### src/rtl/tl_traffic_gen.sv
// Transaction-layer traffic generator/checker: programs thresholds, pulses init,
// pushes a deterministic word stream and checks every word returned per output port.
module tl_traffic_gen #(
    parameter int unsigned DATA_W      = 12,
    parameter int unsigned NUM_PORTS   = 4,
    parameter int unsigned DEST_W      = 2,
    parameter int unsigned CNT_W       = 16,
    parameter int unsigned SEED        = 15,
    parameter int unsigned UMBRAL_BAJO = 1,
    parameter int unsigned UMBRAL_ALTO = 6,
    parameter int unsigned INIT_WAIT   = 3,
    parameter int unsigned TIMEOUT     = 255
) (
    input  logic                        clk,
    input  logic                        reset,
    input  logic                        start,
    input  logic [CNT_W-1:0]            cfg_num_words,
    input  logic [3:0]                  cfg_gap,
    input  logic                        fifo_almost_full,
    input  logic [NUM_PORTS-1:0]        outEmpty,
    input  logic [NUM_PORTS*DATA_W-1:0] dataOutput,
    output logic [2:0]                  Umbral_bajo,
    output logic [2:0]                  Umbral_alto,
    output logic                        init,
    output logic                        pushIn,
    output logic [DATA_W-1:0]           dataInputFIFO,
    output logic [NUM_PORTS-1:0]        popOut,
    output logic                        busy,
    output logic                        done,
    output logic                        timeout,
    output logic [CNT_W-1:0]            rx_count,
    output logic [CNT_W-1:0]            err_count
);
    localparam int unsigned PAY_W  = DATA_W - DEST_W;
    localparam int unsigned WAIT_W = (INIT_WAIT < 2) ? 1 : $clog2(INIT_WAIT);
    localparam int unsigned IDLE_W = (TIMEOUT < 2) ? 1 : $clog2(TIMEOUT);

    typedef enum logic [2:0] {
        ST_IDLE,
        ST_CFG,
        ST_INIT,
        ST_WAIT,
        ST_PUSH,
        ST_DRAIN,
        ST_DONE
    } state_e;

    state_e                          state_q, state_d;
    logic [2:0]                      umb_lo_q, umb_lo_d;
    logic [2:0]                      umb_hi_q, umb_hi_d;
    logic                            init_q, init_d;
    logic                            push_q, push_d;
    logic [DATA_W-1:0]               data_q, data_d;
    logic                            busy_q, busy_d;
    logic                            done_q, done_d;
    logic                            tout_q, tout_d;
    logic [CNT_W-1:0]                rx_q, rx_d;
    logic [CNT_W-1:0]                err_q, err_d;
    logic [CNT_W-1:0]                num_q, num_d;
    logic [CNT_W-1:0]                sent_q, sent_d;
    logic [3:0]                      gap_cfg_q, gap_cfg_d;
    logic [3:0]                      gap_q, gap_d;
    logic [WAIT_W-1:0]               wait_q, wait_d;
    logic [IDLE_W-1:0]               idle_q, idle_d;
    logic [NUM_PORTS-1:0][PAY_W-1:0] exp_q, exp_d;
    logic [NUM_PORTS-1:0]            pop_q, pop_d;

    logic                            chk_active;
    logic [NUM_PORTS-1:0]            pop_c;
    logic [DATA_W-1:0]               cmp_word;
    logic [DATA_W-1:0]               push_word;
    logic [CNT_W-1:0]                sent_inc;
    logic [CNT_W-1:0]                rx_inc;
    logic [CNT_W-1:0]                err_inc;
    logic [CNT_W:0]                  err_sum;

    // Pops follow the FIFO empty flags directly so back-to-back pops never overrun a FIFO.
    assign chk_active = (state_q == ST_PUSH) || (state_q == ST_DRAIN);
    assign pop_c      = ~outEmpty & {NUM_PORTS{chk_active}};

    always_comb begin
        state_d   = state_q;
        umb_lo_d  = umb_lo_q;
        umb_hi_d  = umb_hi_q;
        push_d    = 1'b0;
        data_d    = data_q;
        tout_d    = tout_q;
        rx_d      = rx_q;
        err_d     = err_q;
        num_d     = num_q;
        sent_d    = sent_q;
        gap_cfg_d = gap_cfg_q;
        gap_d     = gap_q;
        wait_d    = wait_q;
        idle_d    = idle_q;
        exp_d     = exp_q;
        pop_d     = pop_c;
        cmp_word  = '0;
        rx_inc    = '0;
        err_inc   = '0;
        push_word = {DEST_W'(sent_q), PAY_W'(SEED) + PAY_W'(sent_q)};
        sent_inc  = sent_q + CNT_W'(1);

        // Compare stage: data for a port popped last cycle is valid now.
        for (int p = 0; p < NUM_PORTS; p++) begin
            cmp_word = dataOutput[p*DATA_W +: DATA_W];
            if (pop_q[p]) begin
                rx_inc = rx_inc + CNT_W'(1);
                if ((cmp_word[DATA_W-1 -: DEST_W] != DEST_W'(p)) ||
                    (cmp_word[PAY_W-1:0] != exp_q[p])) begin
                    err_inc = err_inc + CNT_W'(1);
                end
                exp_d[p] = exp_q[p] + PAY_W'(NUM_PORTS);
            end
        end
        rx_d    = rx_q + rx_inc;
        err_sum = {1'b0, err_q} + {1'b0, err_inc};
        err_d   = err_sum[CNT_W] ? '1 : err_sum[CNT_W-1:0];

        case (state_q)
            ST_IDLE, ST_DONE: begin
                if (start) begin
                    state_d   = ST_CFG;
                    umb_lo_d  = 3'(UMBRAL_BAJO);
                    umb_hi_d  = 3'(UMBRAL_ALTO);
                    tout_d    = 1'b0;
                    rx_d      = '0;
                    err_d     = '0;
                    sent_d    = '0;
                    num_d     = cfg_num_words;
                    gap_cfg_d = cfg_gap;
                    gap_d     = '0;
                    idle_d    = '0;
                    for (int p = 0; p < NUM_PORTS; p++) begin
                        exp_d[p] = PAY_W'(SEED + p);
                    end
                end
            end
            ST_CFG: state_d = ST_INIT;
            ST_INIT: begin
                state_d = ST_WAIT;
                wait_d  = '0;
            end
            ST_WAIT: begin
                if (wait_q == WAIT_W'(INIT_WAIT - 1)) begin
                    state_d = (num_q == '0) ? ST_DRAIN : ST_PUSH;
                    idle_d  = '0;
                end else begin
                    wait_d = wait_q + WAIT_W'(1);
                end
            end
            ST_PUSH: begin
                // Backpressure freezes both the push and the gap countdown.
                if (!fifo_almost_full) begin
                    if (gap_q != '0) begin
                        gap_d = gap_q - 4'd1;
                    end else begin
                        push_d = 1'b1;
                        data_d = push_word;
                        sent_d = sent_inc;
                        gap_d  = gap_cfg_q;
                        if (sent_inc == num_q) begin
                            state_d = ST_DRAIN;
                            idle_d  = '0;
                        end
                    end
                end
            end
            ST_DRAIN: begin
                if ((rx_q >= num_q) && (pop_q == '0)) begin
                    state_d = ST_DONE;
                end else if (pop_c != '0) begin
                    idle_d = '0;
                end else if (idle_q == IDLE_W'(TIMEOUT - 1)) begin
                    tout_d  = 1'b1;
                    state_d = ST_DONE;
                end else begin
                    idle_d = idle_q + IDLE_W'(1);
                end
            end
            default: state_d = ST_IDLE;
        endcase

        init_d = (state_d == ST_INIT);
        done_d = (state_d == ST_DONE);
        busy_d = (state_d == ST_CFG) || (state_d == ST_INIT) || (state_d == ST_WAIT) ||
                 (state_d == ST_PUSH) || (state_d == ST_DRAIN);
    end

    always_ff @(posedge clk or negedge reset) begin
        if (!reset) begin
            state_q   <= ST_IDLE;
            umb_lo_q  <= '0;
            umb_hi_q  <= '0;
            init_q    <= 1'b0;
            push_q    <= 1'b0;
            data_q    <= '0;
            busy_q    <= 1'b0;
            done_q    <= 1'b0;
            tout_q    <= 1'b0;
            rx_q      <= '0;
            err_q     <= '0;
            num_q     <= '0;
            sent_q    <= '0;
            gap_cfg_q <= '0;
            gap_q     <= '0;
            wait_q    <= '0;
            idle_q    <= '0;
            exp_q     <= '0;
            pop_q     <= '0;
        end else begin
            state_q   <= state_d;
            umb_lo_q  <= umb_lo_d;
            umb_hi_q  <= umb_hi_d;
            init_q    <= init_d;
            push_q    <= push_d;
            data_q    <= data_d;
            busy_q    <= busy_d;
            done_q    <= done_d;
            tout_q    <= tout_d;
            rx_q      <= rx_d;
            err_q     <= err_d;
            num_q     <= num_d;
            sent_q    <= sent_d;
            gap_cfg_q <= gap_cfg_d;
            gap_q     <= gap_d;
            wait_q    <= wait_d;
            idle_q    <= idle_d;
            exp_q     <= exp_d;
            pop_q     <= pop_d;
        end
    end

    assign Umbral_bajo   = umb_lo_q;
    assign Umbral_alto   = umb_hi_q;
    assign init          = init_q;
    assign pushIn        = push_q;
    assign dataInputFIFO = data_q;
    assign popOut        = pop_c;
    assign busy          = busy_q;
    assign done          = done_q;
    assign timeout       = tout_q;
    assign rx_count      = rx_q;
    assign err_count     = err_q;

endmodule
### config.mk
export PLATFORM = sky130hd
export DESIGN_NAME = tl_traffic_gen
export DESIGN_NICKNAME = d
export VERILOG_FILES = /design/src/rtl/tl_traffic_gen.sv
export SDC_FILE = /design/constraint.sdc
export NUM_CORES = 1
export LEC_CHECK = 0
export ABC_AREA = 1
export CORE_MARGIN = 2
export CORE_UTILIZATION = 60
export CTS_CLUSTER_DIAMETER = 80
export DETAILED_ROUTE_END_ITERATION = 7
export DONT_BUFFER_PORTS = 1
export HOLD_SLACK_MARGIN = 0.15
export PLACE_DENSITY = 0.76
export SLEW_MARGIN = 20
export SYNTH_ARGS = -nofsm -noshare
export SYNTH_HDL_FRONTEND = slang
export SYNTH_SLANG_ARGS = --single-unit
### constraint.sdc
create_clock -name clk -period 4.85 [get_ports clk]
set_input_delay 0.485 -clock clk [delete_from_list [all_inputs] [get_ports clk]]
set_output_delay 0.485 -clock clk [all_outputs]
set_load 0.03 [all_outputs]
==> impl_metrics.ini <==
[run_status]
status = finished clean

[synthesis]
ys_types = 45
synth_area_leader_cell = dfrtp_1
netlist.area_leader.share_pct = 40.9
yosys_register_bits = 140
seq_area_frac_synth_pct = 40.9
synth_ff_type = dfrtp_1
synthTopCellsByArea = dfrtp_1 (41%), nand2_1 (12%), ha_1 (6.1%)
syn_area_per_cell_sq_um = 7.57
synth_edf_count = 0
synth_area_sq_um = 8570
async_reset_ff_share_pct = 100
yosys_warnings = 0
syn-instance-count = 1132

[worst_setup_path]
crit_buf_inv = 4
cp_common_cell = nand2_1
reg2reg_slack_ns = 0.42
cp_max_fo = 6
cp_data_arrival_time_ns = 4.79
crit_type = reg -> reg
crit_slowest_cell = fa_1
cp-startpoint = exp_q[20]
rr_worst_depth = 24
r2r-end = err_count[11]
required_ns = 5.21
crit_family = simple AND/OR/NAND/NOR gates
cp.depth = 24
critPathLaunchType = flop
r2r_start = exp_q[20]
end_kind = flop
crit_path_max_incr_delay_ns = 0.43
crit_chain = inv_1 -> a21oi_1 -> nor4_1 -> a31oi_1 -> ha_1 -> nand2_1 -> nand2_1 -> ha_1 -> nand2_1 -> nand2_1 -> ha_1 -> inv_1 -> o21ai_0 -> inv_1 -> fa_1 -> o21ai_1 -> nand4_1 -> nor2_2 -> nand2_1 -> nor2_1 -> a21oi_1 -> o21ai_1 -> nand2_1 -> inv_1
critPathCapture = err_count[11]

[detailed_routing]
first_pass_iters = 5
vias_per_cell = 5.52
wl_per_cell_um = 15.0
ant_nets = 0
drc = 0
vias = 7336
drtIter0Drc = 434
drt_wl_total_um = 19900

[global_routing]
grt_use_total_pct = 27.2
grt_pass1_vias = 6697
grt_max_degree = 141
antenna_found_initial = 0
grt_pass1_wl_um = 32400
grt.overflow.total = 0

[finish]
area_growth_pct = 8.16
layout_commonest_cell = nand2_1
fin_util_pct = 66.5
layout_common_cells = nand2_1 (272), dfrtp_1 (140), inv_1 (127)
drive_above_1_share_pct = 6.18
instances_no_fill = 1328
nets = 1255
antenna_cells = 0

[sta]
maxSlewViolCount = 0
min_period_over_period_pct = 91.3
setup_tns_ns = 0
rsz0062_at_grt = no
max_freq_mhz = 226
hold_viol_final = 0
finalSetupViolCount = 0
tightest_slew_ns = 0.810
slew_headroom_pct = 46.0
skew_ns = 0.00552
period_minus_slack_ns = 4.43

[cts]
path_clk_slew_ns = 0.06
cts_max_level = 4
cts_tree = done
cts.sink_count = 140
cts_root_buffer = clkbuf_16
numCtsBuffers = 17
post_cts_resized = 0
clk_latency_ns = 0.43
cts_buffer_depth = 2

[die]
fp-row-count = 43
die_h_um = 124
start_util_pct = 61.5
io_pins = 135
die_x_um = 124
dieArea_sq_um = 15300
core_area_sq_um = 13900

[power]
total_power_w = 0.00447
p_leak_nw = 4.47
powerDensity_nw_per_um2 = 483
vdd_drop_max_v = 0.000286

[placed_design]
gp_congestion = 0.860
portBuffers = 0
hpwl_um = 14400
dpl.cell_count = 1293

[min_path]
min_from = cfg_num_words[0]
holdCritPathClass = in -> reg

[run]
cap_viol_max_count = 0
## cell usage after synthesis (3+ instances only)
cell type / n
inv_2: 10
nor2_4: 4
nand3b_1: 4
nand2_2: 5
dfrtp_1: 140
o21ai_0: 76
nand4_1: 23
or2_2: 5
nor2_2: 9
nor2_1: 111
xor2_1: 32
clkbuf_1: 11
nand2_1: 272
buf_2: 5
nor4_1: 6
buf_4: 5
a31oi_1: 5
a21oi_1: 52
a211oi_1: 5
o21ai_1: 4
xnor2_1: 16
nand3_1: 97
nor3_1: 27
o21a_1: 3
ha_1: 42
o22ai_1: 10
inv_1: 127
## sequential cells by signal, summed over array words and instances, names as in the netlist
register / flops
Umbral_bajo: 1
busy: 1
dataInputFIFO: 12
done: 1
err_count: 16
exp_q: 33
gap_cfg_q: 4
gap_q: 4
idle_q: 8
init: 1
num_q: 16
pop_q: 4
pushIn: 1
rx_count: 16
sent_q: 16
state_q: 3
timeout: 1
wait_q: 2
## per-layer routing
| layer | GRT usage [%] | up-vias | part of all wire (%) |
|---|---|---|---|
| met5 | 0 | - | 0 |
| met4 | 8.95 | 0 | 2.0 |
| met3 | 7.75 | 34 | 6.1 |
| met2 | 43.8 | 183 | 48 |
| met1 | 35.4 | 3410 | 44 |
| li1 | - | 3709 | - |
## what timing repair did
item,4_1_cts,5_1_grt
setup buffers,0,1
endpoints found under the hold margin,140,0
endpoints found under the setup margin,0,10
hold buffers,2,0
## power by group
part           internal (W)  switching, W
Combinational      0.000492      0.000879
Sequential          0.00144      0.000491
Clock              0.000689      0.000483
## final cells by class
type	count	area (sq um)
inverter	139	522
clock buffer	25	485
timing repair buffer	5	60.1
clock inverter	7	40.0
sequential	140	3500
multi-input combinational	832	4430
tap	180	225
fill	1219	4670
## logic make-up (layout without fill, tap and decap cells)
kind of cell / count (synthesis) / count (layout) / share of synthesized area [%]
AO/OA/AOI/OAI: 164 / 164 / 10.4
XOR/XNOR: 49 / 49 / 5.17
adder cells (fa/ha/maj): 44 / 44 / 6.60
buffers and inverters: 163 / 176 / 7.52
flip-flops: 140 / 140 / 40.9
other: 1 / 4 / 0.0438
AND/OR/NAND/NOR: 571 / 571 / 29.3
## metrics by stage
stage | worst slack (ns) | instance area (sq um) | hold slack, ns
floorplan | 0.803 | 8580 | 0.189
global placement | 0.271 | 8700 | 0.194
detailed placement | 0.153 | 8700 | 0.193
CTS | 0.234 | 9260 | 0.166
global route | 0.0224 | 9270 | 0.164
finish | 0.422 | 9270 | 0.168
## worst min-delay path by stage
stage	slack, ns	depth (start not counted)	endpoint
after floorplan	0.19	0	Umbral_bajo[0]
after global placement	0.19	0	pushIn
after detailed placement	0.19	0	pushIn
after CTS	0.17	2	num_q[0]
after global routing	0.16	2	gap_cfg_q[1]
final	0.17	2	num_q[0]
(Power assumes the default switching activity.)
